[src/rtl/synth_voice_bank.sv]
// synth_voice_bank: a time-multiplexed bank of VOICES oscillators (square,
// saw, triangle, noise) walked one voice per clock once per sample period,
// mixed into a saturating accumulator and emitted as one signed PCM sample.
module synth_voice_bank #(
  parameter int VOICES     = 8,
  parameter int PHASE_W    = 18,
  parameter int SAMPLE_DIV = 20,
  parameter int MIX_SHIFT  = 2,
  parameter int OUT_W      = 16
) (
  input  logic                       clk,
  input  logic                       reset_n,
  input  logic                       enable,
  input  logic                       wr_en,
  input  logic [$clog2(VOICES)-1:0]  wr_voice,
  input  logic [1:0]                 wr_sel,
  input  logic [15:0]                wr_data,
  output logic signed [OUT_W-1:0]    sample_out,
  output logic                       sample_valid,
  output logic                       busy
);

  localparam int VW    = $clog2(VOICES);
  localparam int ACC_W = 16 + VW + 1;
  localparam int DIV_W = $clog2(SAMPLE_DIV);
  localparam logic signed [ACC_W-1:0] SAT_MAX = ACC_W'((1 << (OUT_W - 1)) - 1);
  localparam logic signed [ACC_W-1:0] SAT_MIN = ~SAT_MAX;

  typedef enum logic [1:0] {IDLE, ACCUM, OUTPUT} state_t;

  state_t state, state_next;

  // Per-voice register file written by the CPU side.
  logic [15:0]        inc   [VOICES];
  logic [7:0]         vol   [VOICES];
  logic [1:0]         wave  [VOICES];
  logic               gate  [VOICES];
  logic [PHASE_W-1:0] phase [VOICES];

  logic [DIV_W-1:0]         div;
  logic                     tick;
  logic [VW-1:0]            v;
  logic signed [ACC_W-1:0]  acc;
  logic [15:0]              lfsr;

  // Current-voice datapath signals.
  logic [PHASE_W-1:0]       p;
  logic [7:0]               tri_val;
  logic signed [7:0]        s;
  logic signed [ACC_W-1:0]  s_ext;
  logic signed [ACC_W-1:0]  vol_ext;
  logic signed [ACC_W-1:0]  contrib;
  logic signed [ACC_W-1:0]  acc_next;
  logic signed [ACC_W-1:0]  shifted;
  logic [OUT_W-1:0]         sat_val;
  logic                     last_voice;
  logic                     lfsr_fb;

  assign last_voice = (v == VW'(VOICES - 1));
  assign lfsr_fb    = lfsr[15] ^ lfsr[13] ^ lfsr[12] ^ lfsr[10];

  // Sample-rate divider; tick is a registered pulse in the cycle the count wraps to 0.
  // NOTE: sequential state uses non-blocking (<=) so every flop samples pre-edge values.
  always_ff @(posedge clk or negedge reset_n) begin
    if (!reset_n) begin
      div  <= '0;
      tick <= 1'b0;
    end else begin
      tick <= enable && (div == DIV_W'(SAMPLE_DIV - 1));
      if (enable) div <= (div == DIV_W'(SAMPLE_DIV - 1)) ? '0 : div + 1'b1;
    end
  end

  // FSM state register.
  always_ff @(posedge clk or negedge reset_n) begin
    if (!reset_n) state <= IDLE;
    else          state <= state_next;
  end

  // FSM next-state logic.
  // NOTE: every always_comb output gets a default first so no latch is inferred.
  always_comb begin
    state_next = state;
    unique case (state)
      IDLE:    if (tick) state_next = ACCUM;
      ACCUM:   if (last_voice) state_next = OUTPUT;
      OUTPUT:  state_next = IDLE;
      default: state_next = IDLE;
    endcase
  end

  // Waveform generation, voice contribution, running mix and saturation.
  always_comb begin
    p       = phase[v];
    tri_val = p[PHASE_W-1] ? ~p[PHASE_W-2 -: 8] : p[PHASE_W-2 -: 8];
    s       = '0;
    unique case (wave[v])
      2'd0: s = p[PHASE_W-1] ? -8'sd127 : 8'sd127;
      2'd1: s = p[PHASE_W-1 -: 8] - 8'd128;
      2'd2: s = tri_val - 8'd128;
      2'd3: s = lfsr[7:0];
      default: s = '0;
    endcase
    s_ext    = ACC_W'(s);
    vol_ext  = ACC_W'({1'b0, vol[v]});
    contrib  = gate[v] ? s_ext * vol_ext : '0;
    acc_next = acc + contrib;
    shifted  = acc_next >>> MIX_SHIFT;
    if (shifted > SAT_MAX)      sat_val = SAT_MAX[OUT_W-1:0];
    else if (shifted < SAT_MIN) sat_val = SAT_MIN[OUT_W-1:0];
    else                        sat_val = shifted[OUT_W-1:0];
  end

  // Frame datapath: accumulate one voice per cycle, publish the sample, step the LFSR.
  // NOTE: the phase array is reset because every oscillator must restart from phase 0.
  always_ff @(posedge clk or negedge reset_n) begin
    if (!reset_n) begin
      acc          <= '0;
      v            <= '0;
      busy         <= 1'b0;
      sample_out   <= '0;
      sample_valid <= 1'b0;
      lfsr         <= 16'hACE1;
      for (int i = 0; i < VOICES; i++) phase[i] <= '0;
    end else begin
      sample_valid <= 1'b0;
      unique case (state)
        IDLE: begin
          if (tick) begin
            acc  <= '0;
            v    <= '0;
            busy <= 1'b1;
          end
        end
        ACCUM: begin
          acc      <= acc_next;
          v        <= v + 1'b1;
          phase[v] <= gate[v] ? p + PHASE_W'(inc[v]) : '0;
          if (last_voice) begin
            sample_out   <= sat_val;
            sample_valid <= 1'b1;
          end
        end
        OUTPUT: begin
          busy <= 1'b0;
          lfsr <= {lfsr[14:0], lfsr_fb};
        end
        default: ;
      endcase
    end
  end

  // CPU register writes; they land at the edge, so the voice in its slot this cycle sees old values.
  always_ff @(posedge clk or negedge reset_n) begin
    if (!reset_n) begin
      for (int i = 0; i < VOICES; i++) begin
        inc[i]  <= '0;
        vol[i]  <= '0;
        wave[i] <= '0;
        gate[i] <= 1'b0;
      end
    end else if (wr_en) begin
      unique case (wr_sel)
        2'd0: inc[wr_voice] <= wr_data;
        2'd1: vol[wr_voice] <= wr_data[7:0];
        2'd2: begin
          gate[wr_voice] <= wr_data[2];
          wave[wr_voice] <= wr_data[1:0];
        end
        default: ;
      endcase
    end
  end

  // A new tick must never land while a frame is still in progress.
  tick_while_busy : assert property (@(posedge clk) disable iff (!reset_n)
                                      !(tick && state != IDLE));

endmodule
[config.mk]
export PLATFORM = sky130hd
export DESIGN_NAME = synth_voice_bank
export DESIGN_NICKNAME = d
export VERILOG_FILES = /design/src/rtl/synth_voice_bank.sv
export SDC_FILE = /design/constraint.sdc
export NUM_CORES = 1
export LEC_CHECK = 0
export BUFFER_PORTS_ARGS = -buffer_cell sky130_fd_sc_hd__buf_2
export CAP_MARGIN = 20
export CELL_PAD_IN_SITES_DETAIL_PLACEMENT = 0
export CELL_PAD_IN_SITES_GLOBAL_PLACEMENT = 1
export CORE_MARGIN = 4
export CORE_UTILIZATION = 56
export DETAILED_ROUTE_END_ITERATION = 8
export PLACE_DENSITY = 0.95
export SYNTH_ARGS = -nofsm -noshare
export SYNTH_HDL_FRONTEND = slang
export SYNTH_SLANG_ARGS = --single-unit
[constraint.sdc]
create_clock -name clk -period 12 [get_ports clk]
set_input_delay 1.8 -clock clk [delete_from_list [all_inputs] [get_ports clk]]
set_output_delay 1.8 -clock clk [all_outputs]
set_load 0.03 [all_outputs]
==> results of run 1 <==
-- cell families (layout without fill, tap and decap cells) --
family / count (synthesis) / count (layout) / share of synthesized area (%)
other: 0 / 1 / 0
and+or+nand+nor: 407 / 407 / 7.818
buffers and inverters: 174 / 221 / 3.120
muxes: 388 / 388 / 23.60
adders and majority gates: 120 / 120 / 7.862
xor gates and xnor gates: 46 / 46 / 1.848
AOI/OAI and AO/OA: 328 / 328 / 9.101
DFF: 425 / 425 / 46.65
-- layout make-up --
class / instances / area (µm²) / share of cell area (%)
clock buffers: 58 / 1224 / 4.906
repair buffers: 69 / 462.9 / 1.856
well taps: 525 / 656.9 / 2.634
multi-input cells: 1289 / 11480 / 46.04
diodes: 1 / 2.502 / 0.01003
inverters: 74 / 277.8 / 1.114
clock inverters: 20 / 180.2 / 0.7224
flip-flops and latches: 425 / 10650 / 42.72
-- cell usage after synthesis, types with 18 or more instances --
cell / count
sky130_fd_sc_hd__a21o_1: 20
sky130_fd_sc_hd__a21oi_1: 56
sky130_fd_sc_hd__clkbuf_1: 67
sky130_fd_sc_hd__dfrtp_1: 417
sky130_fd_sc_hd__fa_1: 39
sky130_fd_sc_hd__ha_1: 81
sky130_fd_sc_hd__inv_1: 74
sky130_fd_sc_hd__mux2_2: 277
sky130_fd_sc_hd__mux2i_1: 18
sky130_fd_sc_hd__mux4_2: 90
sky130_fd_sc_hd__nand2_1: 183
sky130_fd_sc_hd__nor2_1: 125
sky130_fd_sc_hd__o21ai_0: 126
sky130_fd_sc_hd__o31ai_1: 47
sky130_fd_sc_hd__xnor2_1: 25
sky130_fd_sc_hd__xor2_1: 20
-- metrics by stage --
step                      utilization (%)  instances  hold WS [ns]  setup slack (ns)
final                               62.34       2461        0.4735             2.394
after global routing                62.33       2460        0.4960             1.584
after CTS                           62.27       2459        0.4779             2.379
after detailed placement            58.76       2381        0.4638             2.395
after global placement              58.72       2380        0.4545             2.628
after floorplan                         -       1888        0.4418             4.134
-- worst paths after layout --
kind / slack (ns) / startpoint / endpoint / depth (start not counted)
setup / recovery: 2.39 / v[0]$_DFFE_PN0P_ / sample_out[7]$_DFFE_PN0P_ / 29
hold / removal: 0.47 / phase[28]$_DFFE_PN0P_ / phase[28]$_DFFE_PN0P_ / 2
setup reg to reg: 2.39 / v[0]$_DFFE_PN0P_ / sample_out[7]$_DFFE_PN0P_ / 29
hold reg to reg: 0.47 / phase[28]$_DFFE_PN0P_ / phase[28]$_DFFE_PN0P_ / 2
max in group asynchronous: 8.71 / reset_n / vol[28]$_DFFE_PN0P_ / 3
min in group asynchronous: 1.24 / reset_n / vol[31]$_DFFE_PN0P_ / 1
-- layer usage --
layer,track usage (%),wire [µm],vias to the layer above,part of all wire (%)
li1,-,-,6790,-
met1,33.05,22040,7782,42
met2,39.14,25160,400,48
met4,7.831,1584,2,3.0
met5,0,19,-,0.036
met3,4.993,3338,99,6.4
-- flip-flops by register name (all words and copies together) (netlist names) --
signal,cells
busy,1
sample_valid,1
inc,128
phase,144
sample_out,16
wave,16
div,5
acc,20
state,2
lfsr,16
tick,1
gate,8
v,3
vol,64
-- worst max-delay path: cells and delay by family, from the launching register on --
kind            cells  cell delay (ns)
fa+ha+maj           6             2.83
compound gates      9             2.19
mux                 4             1.45
simple gates        4             1.14
buf+inv             6             1.10
flops               1             0.77
==> out/metrics.json, run 1 <==
{
  "final_min_period_over_clock_period_pct": 80.05,
  "area_growth_syn_to_layout_pct": 9.288,
  "critPathArrivalTime_ns": 10.11,
  "numCtsBuffers": 44,
  "cts_tree": "yes",
  "synth_area_um2": 22820,
  "worst-setup-path-type": "reg -> reg",
  "first_pass_iters": 4,
  "maxCapViolCount": 0,
  "clk_pin_slew_worst_paths_ns": 0.06,
  "placedInstanceArea_um2": 23510,
  "asyncSetResetFlopFracSynth_pct": 100.0,
  "most-common-layout-cells": "sky130_fd_sc_hd__dfrtp_1, sky130_fd_sc_hd__mux2_2, sky130_fd_sc_hd__nand2_1",
  "core-area_um2": 40010,
  "timing.critical_path.required_ns": 12.50,
  "io-pin-count": 43,
  "place.port_buffers": 42,
  "synth_cell_types": 68,
  "drt.antenna.violating_nets": 0,
  "post_synth_inst_count": 1888,
  "rsz0062_at_grt": "no",
  "post_cts.resized_instances": 0,
  "fp-row-count": 73,
  "tightest_slew_ns": 1.058,
  "synth_sequential_area_ratio_pct": 46.65,
  "worst_path_most_repeated_cell": "sky130_fd_sc_hd__inv_1",
  "globalplace.congestion": 0.8570,
  "synth_enable_flop_cells": 0,
  "ys_seq_elements": 425,
  "hold_violations": 0,
  "num-nets-final": 2048,
  "synth_fp_nets": 2033,
  "crit_path_start_kind": "flip-flop",
  "min_path_type": "reg -> reg",
  "stdcell_area_um2": 24940,
  "drt_drc_violations_left": 0,
  "timing.max_slew.rel_slack_pct": 27.47,
  "holdBufCountCts": 0,
  "grt_max_degree": 163,
  "max_slew_vio_count": 0,
  "finalSetupTns_ns": 0,
  "yosys-top-cells-area": "sky130_fd_sc_hd__dfrtp_1, sky130_fd_sc_hd__mux2_2, sky130_fd_sc_hd__mux4_2",
  "postSynth.topFlopCell": "sky130_fd_sc_hd__dfrtp_1",
  "critical-path-slowest-cell": "sky130_fd_sc_hd__dfrtp_4",
  "grt_pass1_wl_um": 85620,
  "die_height_um": 209.9,
  "ctsRootBufferMaster": "sky130_fd_sc_hd__clkbuf_16",
  "layout-drive-gt1-share_pct": 28.48,
  "wl_per_cell_um": 21.19,
  "first_global_vias": 15778,
  "critical-path-max-stage-delay_ns": 0.77,
  "endpoint_kind": "flip-flop",
  "path_max_fanout": 42,
  "netlist.area_leader.share_pct": 45.73,
  "worstSkewPairLatency_ns": 0.59,
  "fillers": 3012,
  "clock_skew_ns": 0.02453,
  "cts_max_level": 2,
  "clk_path_buf_depth": 3,
  "post_cts_setup_inserts": 0,
  "antenna_found_initial": 3,
  "netlist.top_cell.by_area": "sky130_fd_sc_hd__dfrtp_1",
  "drtIter0Drc": 973,
  "vias": 15073,
  "die-width_um": 209.9,
  "fmax_ghz": 0.1041,
  "timing.final.setup_violations": 0,
  "initial_utilization_pct": 57.04,
  "vias_per_cell": 6.125,
  "synth_warn": 0,
  "grt-ovfl-total": 0,
  "routed_wirelength_um": 52140,
  "clock-sinks": 425,
  "final.min_clock_period_ns": 9.606,
  "syn_avg_cell_area_um2": 12.09,
  "groute.usage.overall_pct": 24.13,
  "detailedPlacementHpwl_um": 34070,
  "final_common_cell": "sky130_fd_sc_hd__dfrtp_1",
  "dieArea_um2": 44050,
  "run_status": "complete, no violations"
}
Power of run 1 is left out: the tool's default activity adds up to more than one toggle a clock period on the data nets, which glitch-free logic cannot reach.
==> run 2, diff against run 1 <==
Settings changed: ABC_AREA set to 1, CORE_UTILIZATION 56 to 48, PLACE_DENSITY 0.95 to 0.91.
Clock period 12 ns to 9.7 ns, I/O delays scaled along.
==> run 2 against run 1 <==
Net effect: sequential cell count unchanged; register-to-register slack worse by 1.0 ns; final cell count up 39%.
==> out/metrics.json, run 2 <==
{
  "drt.antenna.violating_nets": 0,
  "min_path_type": "reg -> reg",
  "numCtsBuffers": 47,
  "initial_utilization_pct": 48.75,
  "die_height_um": 225.7,
  "ys_seq_elements": 425,
  "synth_area_um2": 22750,
  "yosys-top-cells-area": "sky130_fd_sc_hd__dfrtp_1, sky130_fd_sc_hd__o21ai_0, sky130_fd_sc_hd__nand2_1",
  "yosysMostFrequentCell": "sky130_fd_sc_hd__nand2_1",
  "globalRoute.busiestLayer": "met2",
  "first_pass_iters": 8,
  "netlist.area_leader.share_pct": 45.88,
  "core-area_um2": 46650,
  "clock-sinks": 425,
  "final.min_clock_period_ns": 8.311,
  "fp-row-count": 79,
  "worstSkewPairLatency_ns": 0.59,
  "diodes": 0,
  "timing.final.setup_violations": 0,
  "crit_path_start_kind": "flip-flop",
  "most_numerous_cell_types_in_the_synthesized_netlist": "sky130_fd_sc_hd__nand2_1, sky130_fd_sc_hd__o21ai_0, sky130_fd_sc_hd__dfrtp_1",
  "fmax_ghz": 0.1203,
  "maxCapViolCount": 0,
  "fillers": 4265,
  "cts_max_level": 2,
  "asyncSetResetFlopFracSynth_pct": 100.0,
  "timing.max_slew.rel_slack_pct": 25.58,
  "ctsRootBufferMaster": "sky130_fd_sc_hd__clkbuf_16",
  "worst_path_most_repeated_cell": "sky130_fd_sc_hd__inv_1",
  "endpoint_kind": "flip-flop",
  "io-pin-count": 43,
  "place.port_buffers": 42,
  "tightest_slew_ns": 1.114,
  "critical-path-slowest-cell": "sky130_fd_sc_hd__fa_1",
  "area_growth_syn_to_layout_pct": 10.82,
  "post_cts.resized_instances": 0,
  "num-nets-final": 2929,
  "largestRegisters": "phase (144), inc (128), vol (64)",
  "critical-path-max-stage-delay_ns": 0.55,
  "worst-setup-path-type": "reg -> reg",
  "die-width_um": 225.7,
  "run_status": "complete, no violations",
  "timing.critical_path.required_ns": 10.16,
  "vias": 18712,
  "layout-drive-gt1-share_pct": 8.508,
  "grt-ovfl-total": 0,
  "first_global_vias": 18256,
  "synth_cell_types": 50,
  "synth_warn": 0,
  "rsz0062_at_grt": "no",
  "groute.usage.overall_pct": 23.21,
  "clock_skew_ns": 0.01733,
  "antenna_found_initial": 0,
  "globalplace.congestion": 0.8935,
  "synth_fp_nets": 2940,
  "postSynth.topFlopCell": "sky130_fd_sc_hd__dfrtp_1",
  "drtIter0Drc": 1629,
  "final_common_cell": "sky130_fd_sc_hd__nand2_1",
  "gr-usage-met2_pct": 38.47,
  "grt_use_met3_pct": 2.951,
  "holdBufCountCts": 0,
  "max_slew_vio_count": 0,
  "drt_drc_violations_left": 0,
  "clk_path_buf_depth": 3,
  "hold_violations": 0,
  "finalSetupTns_ns": 0,
  "routed_wirelength_um": 58640,
  "clk_pin_slew_worst_paths_ns": 0.07,
  "dieArea_um2": 50930,
  "global_route_met1_utilization_pct": 32.00,
  "grt_max_degree": 176,
  "synth_enable_flop_cells": 0,
  "post_cts_setup_inserts": 0,
  "wl_per_cell_um": 17.11,
  "detailedPlacementHpwl_um": 38040,
  "synth_sequential_area_ratio_pct": 46.80,
  "vias_per_cell": 5.459,
  "syn_avg_cell_area_um2": 8.138,
  "critPathArrivalTime_ns": 8.77,
  "registers.top_by_ff_count": "phase",
  "most-common-layout-cells": "sky130_fd_sc_hd__nand2_1, sky130_fd_sc_hd__o21ai_0, sky130_fd_sc_hd__dfrtp_1",
  "post_synth_inst_count": 2795,
  "grt_pass1_wl_um": 96280,
  "largest_register_ffs": 144,
  "final_min_period_over_clock_period_pct": 85.68,
  "cts_tree": "yes",
  "netlist.top_cell.by_area": "sky130_fd_sc_hd__dfrtp_1",
  "path_max_fanout": 34
}
run 2: cell types whose count changed in the layout (fill, tap and decap cells not counted), moves of 17 or more:
cell / delta
sky130_fd_sc_hd__o2111ai_1: +23
sky130_fd_sc_hd__nor2_1: +232
sky130_fd_sc_hd__o21ai_0: +405
sky130_fd_sc_hd__o21ai_1: +32
sky130_fd_sc_hd__mux2i_1: -17
sky130_fd_sc_hd__nand4_1: +19
sky130_fd_sc_hd__o31ai_1: -46
sky130_fd_sc_hd__mux4_2: -90
sky130_fd_sc_hd__inv_1: +124
sky130_fd_sc_hd__nand2_1: +446
sky130_fd_sc_hd__mux2_2: -277
sky130_fd_sc_hd__nand3_1: +53
run 2: worst max-delay path: cells and delay by family (launching register included):
family | cells | cell delay, ns
and+or+nand+nor | 20 | 2.82
adders and majority gates | 6 | 2.74
buffers and inverters | 10 | 1.16
AOI/OAI and AO/OA | 7 | 0.93
DFF | 1 | 0.46
run 2: per-stage QoR:
step	util (%)	area, µm²	setup WS, ns	hold WS, ns	std cells
after global routing	54.03	25210	0.5847	0.4985	3428
after global placement	49.87	23270	1.503	0.4588	3328
after detailed placement	49.91	23290	1.432	0.4635	3329
after floorplan	-	22750	3.022	0.4422	2795
final	54.03	25210	1.389	0.4729	3428
after CTS	53.31	24870	1.392	0.4759	3415
run 2: worst paths after layout:
kind / startpoint / end / slack [ns] / cells after the start
max: v[1]$_DFFE_PN0P_ / sample_out[14]$_DFFE_PN0P_ / 1.39 / 43
min: lfsr[9]$_DFFE_PN0P_ / lfsr[9]$_DFFE_PN0P_ / 0.47 / 2
max reg2reg: v[1]$_DFFE_PN0P_ / sample_out[14]$_DFFE_PN0P_ / 1.39 / 43
min reg2reg: lfsr[9]$_DFFE_PN0P_ / lfsr[9]$_DFFE_PN0P_ / 0.47 / 2
max in group asynchronous: reset_n / phase[69]$_DFFE_PN0P_ / 7.17 / 4
min in group asynchronous: reset_n / vol[59]$_DFFE_PN0P_ / 0.84 / 1
run 2: kinds of logic after synthesis:
kind of cell | synth area share [%]
flip-flops | 46.80
AO/OA/AOI/OAI | 17.63
AND/OR/NAND/NOR | 20.13
buffers and inverters | 6.398
adder cells (fa/ha/maj) | 7.888
XOR/XNOR | 1.155
run 2: area by class of cell:
type / instances / area, µm² / area share, %
clock buffer: 66 / 1338 / 5.306
clock inverter: 20 / 249.0 / 0.9878
inverter: 223 / 839.6 / 3.331
multi-input combinational: 2013 / 10650 / 42.26
sequential: 425 / 10650 / 42.25
tap: 607 / 759.5 / 3.013
timing repair buffer: 74 / 720.7 / 2.859
run 2: per-layer routing:
layer	vias to the layer above	routed length, µm
li1	9148	-
met1	8932	26250
met2	529	27380
met3	103	3281
met4	0	1734
met5	-	0
Power of run 2 is left out for the same reason.
==> run 3, diff against run 2 <==
Settings changed: ABC_AREA 1 to 0, CORE_UTILIZATION 48 to 52.
==> run 3 against run 2 <==
Net effect: sequential share of layout area grew 0.13 points; clock-buffer cell count down 1; via count is 20% lower; worst hold slack better by 0.0037 ns; global-route usage down 0.20 points; first-iteration DRC count decreased by 23%; final area shrank 0.25%; non-clock buffer count increased by 5; sequential cell count did not move; fmax fell by 7.6%; critical path type unchanged; highest routed layer unchanged.
==> out/metrics.json, run 3 (synthesis gave the netlist of run 1 again) <==
{
  "worst-setup-path-type": "reg -> reg",
  "finalSetupTns_ns": 0,
  "worstSkewPairLatency_ns": 0.59,
  "critical-path-slowest-cell": "sky130_fd_sc_hd__dfrtp_4",
  "timing.max_slew.rel_slack_pct": 23.95,
  "grt_max_degree": 202,
  "first_pass_iters": 7,
  "cts_tree": "yes",
  "holdBufCountCts": 0,
  "clock_skew_ns": 0.02640,
  "final_min_period_over_clock_period_pct": 92.77,
  "dieArea_um2": 47300,
  "post_cts.resized_instances": 0,
  "initial_utilization_pct": 52.74,
  "grt_pass1_wl_um": 86640,
  "final.min_clock_period_ns": 8.999,
  "largestRegisters": "phase (144), inc (128), vol (64)",
  "crit_path_start_kind": "flip-flop",
  "max_slew_vio_count": 0,
  "drtIter0Drc": 1262,
  "die-width_um": 217.5,
  "ctsRootBufferMaster": "sky130_fd_sc_hd__clkbuf_16",
  "maxCapViolCount": 0,
  "fmax_ghz": 0.1111,
  "drt_drc_violations_left": 0,
  "final_common_cell": "sky130_fd_sc_hd__dfrtp_1",
  "registers.top_by_ff_count": "phase",
  "die_height_um": 217.5,
  "routed_wirelength_um": 53200,
  "drt.antenna.violating_nets": 0,
  "most-common-layout-cells": "sky130_fd_sc_hd__dfrtp_1, sky130_fd_sc_hd__mux2_2, sky130_fd_sc_hd__nand2_1",
  "endpoint_kind": "flip-flop",
  "path_max_fanout": 33,
  "critPathArrivalTime_ns": 9.44,
  "numCtsBuffers": 44,
  "post_cts_setup_inserts": 0,
  "multi_input_combinational_cell_area_um2": 11490,
  "critical-path-max-stage-delay_ns": 0.79,
  "grt-ovfl-total": 0,
  "groute.usage.overall_pct": 23.01,
  "run_status": "complete, no violations",
  "core-area_um2": 43270,
  "largest_register_ffs": 144,
  "kind_of_cell_with_the_highest_combined_delay_on_the_critical_path": "compound AO/OA/AOI/OAI gates",
  "place.detailed.instances": 2452,
  "area_growth_syn_to_layout_pct": 10.18,
  "io-pin-count": 43,
  "hold_violations": 0,
  "footprint_of_the_flip_flops_and_latches_um2": 10650,
  "vias": 15005,
  "fillers": 3390,
  "place.port_buffers": 42,
  "antenna_found_initial": 2,
  "first_global_vias": 15735,
  "num-nets-final": 2058,
  "fp-row-count": 76,
  "min_path_type": "reg -> reg",
  "layout-drive-gt1-share_pct": 28.81,
  "timing.critical_path.required_ns": 10.14,
  "rsz0062_at_grt": "no",
  "vias_per_cell": 5.924,
  "timing.final.setup_violations": 0,
  "clk_path_buf_depth": 3,
  "cp.buffers_inverters": 5,
  "clk_pin_slew_worst_paths_ns": 0.06,
  "wl_per_cell_um": 21.00,
  "finalNonFillerCells": 2533,
  "clock-sinks": 425,
  "tightest_slew_ns": 1.138,
  "cts_max_level": 2,
  "detailedPlacementHpwl_um": 35290,
  "globalplace.congestion": 0.8613
}
[run 3: cell type report]
| type | count | share of cell area (%) |
|---|---|---|
| Antenna cell | 1 | 0.009952 |
| Clock buffer | 65 | 5.215 |
| Clock inverter | 15 | 0.6618 |
| Inverter | 74 | 1.105 |
| Multi-Input combinational cell | 1289 | 45.70 |
| Sequential cell | 425 | 42.37 |
| Tap cell | 585 | 2.911 |
| Timing Repair Buffer | 79 | 2.030 |
[run 3: worst min-delay path: stages (launching register included)]
cell                      delay, ns
sky130_fd_sc_hd__dfrtp_1       0.34
sky130_fd_sc_hd__nand2_1       0.04
sky130_fd_sc_hd__o21ai_0       0.06
[run 3: through the flow]
step / hold WS [ns] / setup WS (ns) / utilization, % / instance area [µm²]
after detailed placement: 0.4658 / 0.7117 / 54.67 / 23650
after CTS: 0.4797 / 0.7275 / 58.09 / 25130
after global routing: 0.4956 / 0.03935 / 58.11 / 25140
final: 0.4766 / 0.7011 / 58.11 / 25140
after global placement: 0.4512 / 0.9629 / 54.67 / 23650
after floorplan: 0.4418 / 1.834 / - / 22820
[run 3: path summary, 6_finish.rpt]
| check | startpoint | endpoint | slack [ns] | depth (start not counted) |
|---|---|---|---|---|
| max | v[2]$_DFFE_PN0P_ | sample_out[14]$_DFFE_PN0P_ | 0.70 | 32 |
| min | phase[0]$_DFFE_PN0P_ | phase[0]$_DFFE_PN0P_ | 0.48 | 2 |
| max reg2reg | v[2]$_DFFE_PN0P_ | sample_out[14]$_DFFE_PN0P_ | 0.70 | 32 |
| min reg2reg | phase[0]$_DFFE_PN0P_ | phase[0]$_DFFE_PN0P_ | 0.48 | 2 |
| max in group asynchronous | reset_n | inc[56]$_DFFE_PN0P_ | 7.24 | 2 |
| min in group asynchronous | reset_n | tick$_DFF_PN0_ | 0.91 | 1 |
[run 3: routing by layer]
metal | share of wire, % | GRT usage [%] | vias to the layer above | routed length [µm]
li1 | - | - | 6816 | -
met1 | 43 | 31.09 | 7731 | 22650
met5 | 0 | 0 | - | 0
met2 | 49 | 38.12 | 358 | 26040
met3 | 5.1 | 3.720 | 100 | 2729
met4 | 3.3 | 8.204 | 0 | 1772
Power of run 3 is left out for the same reason.
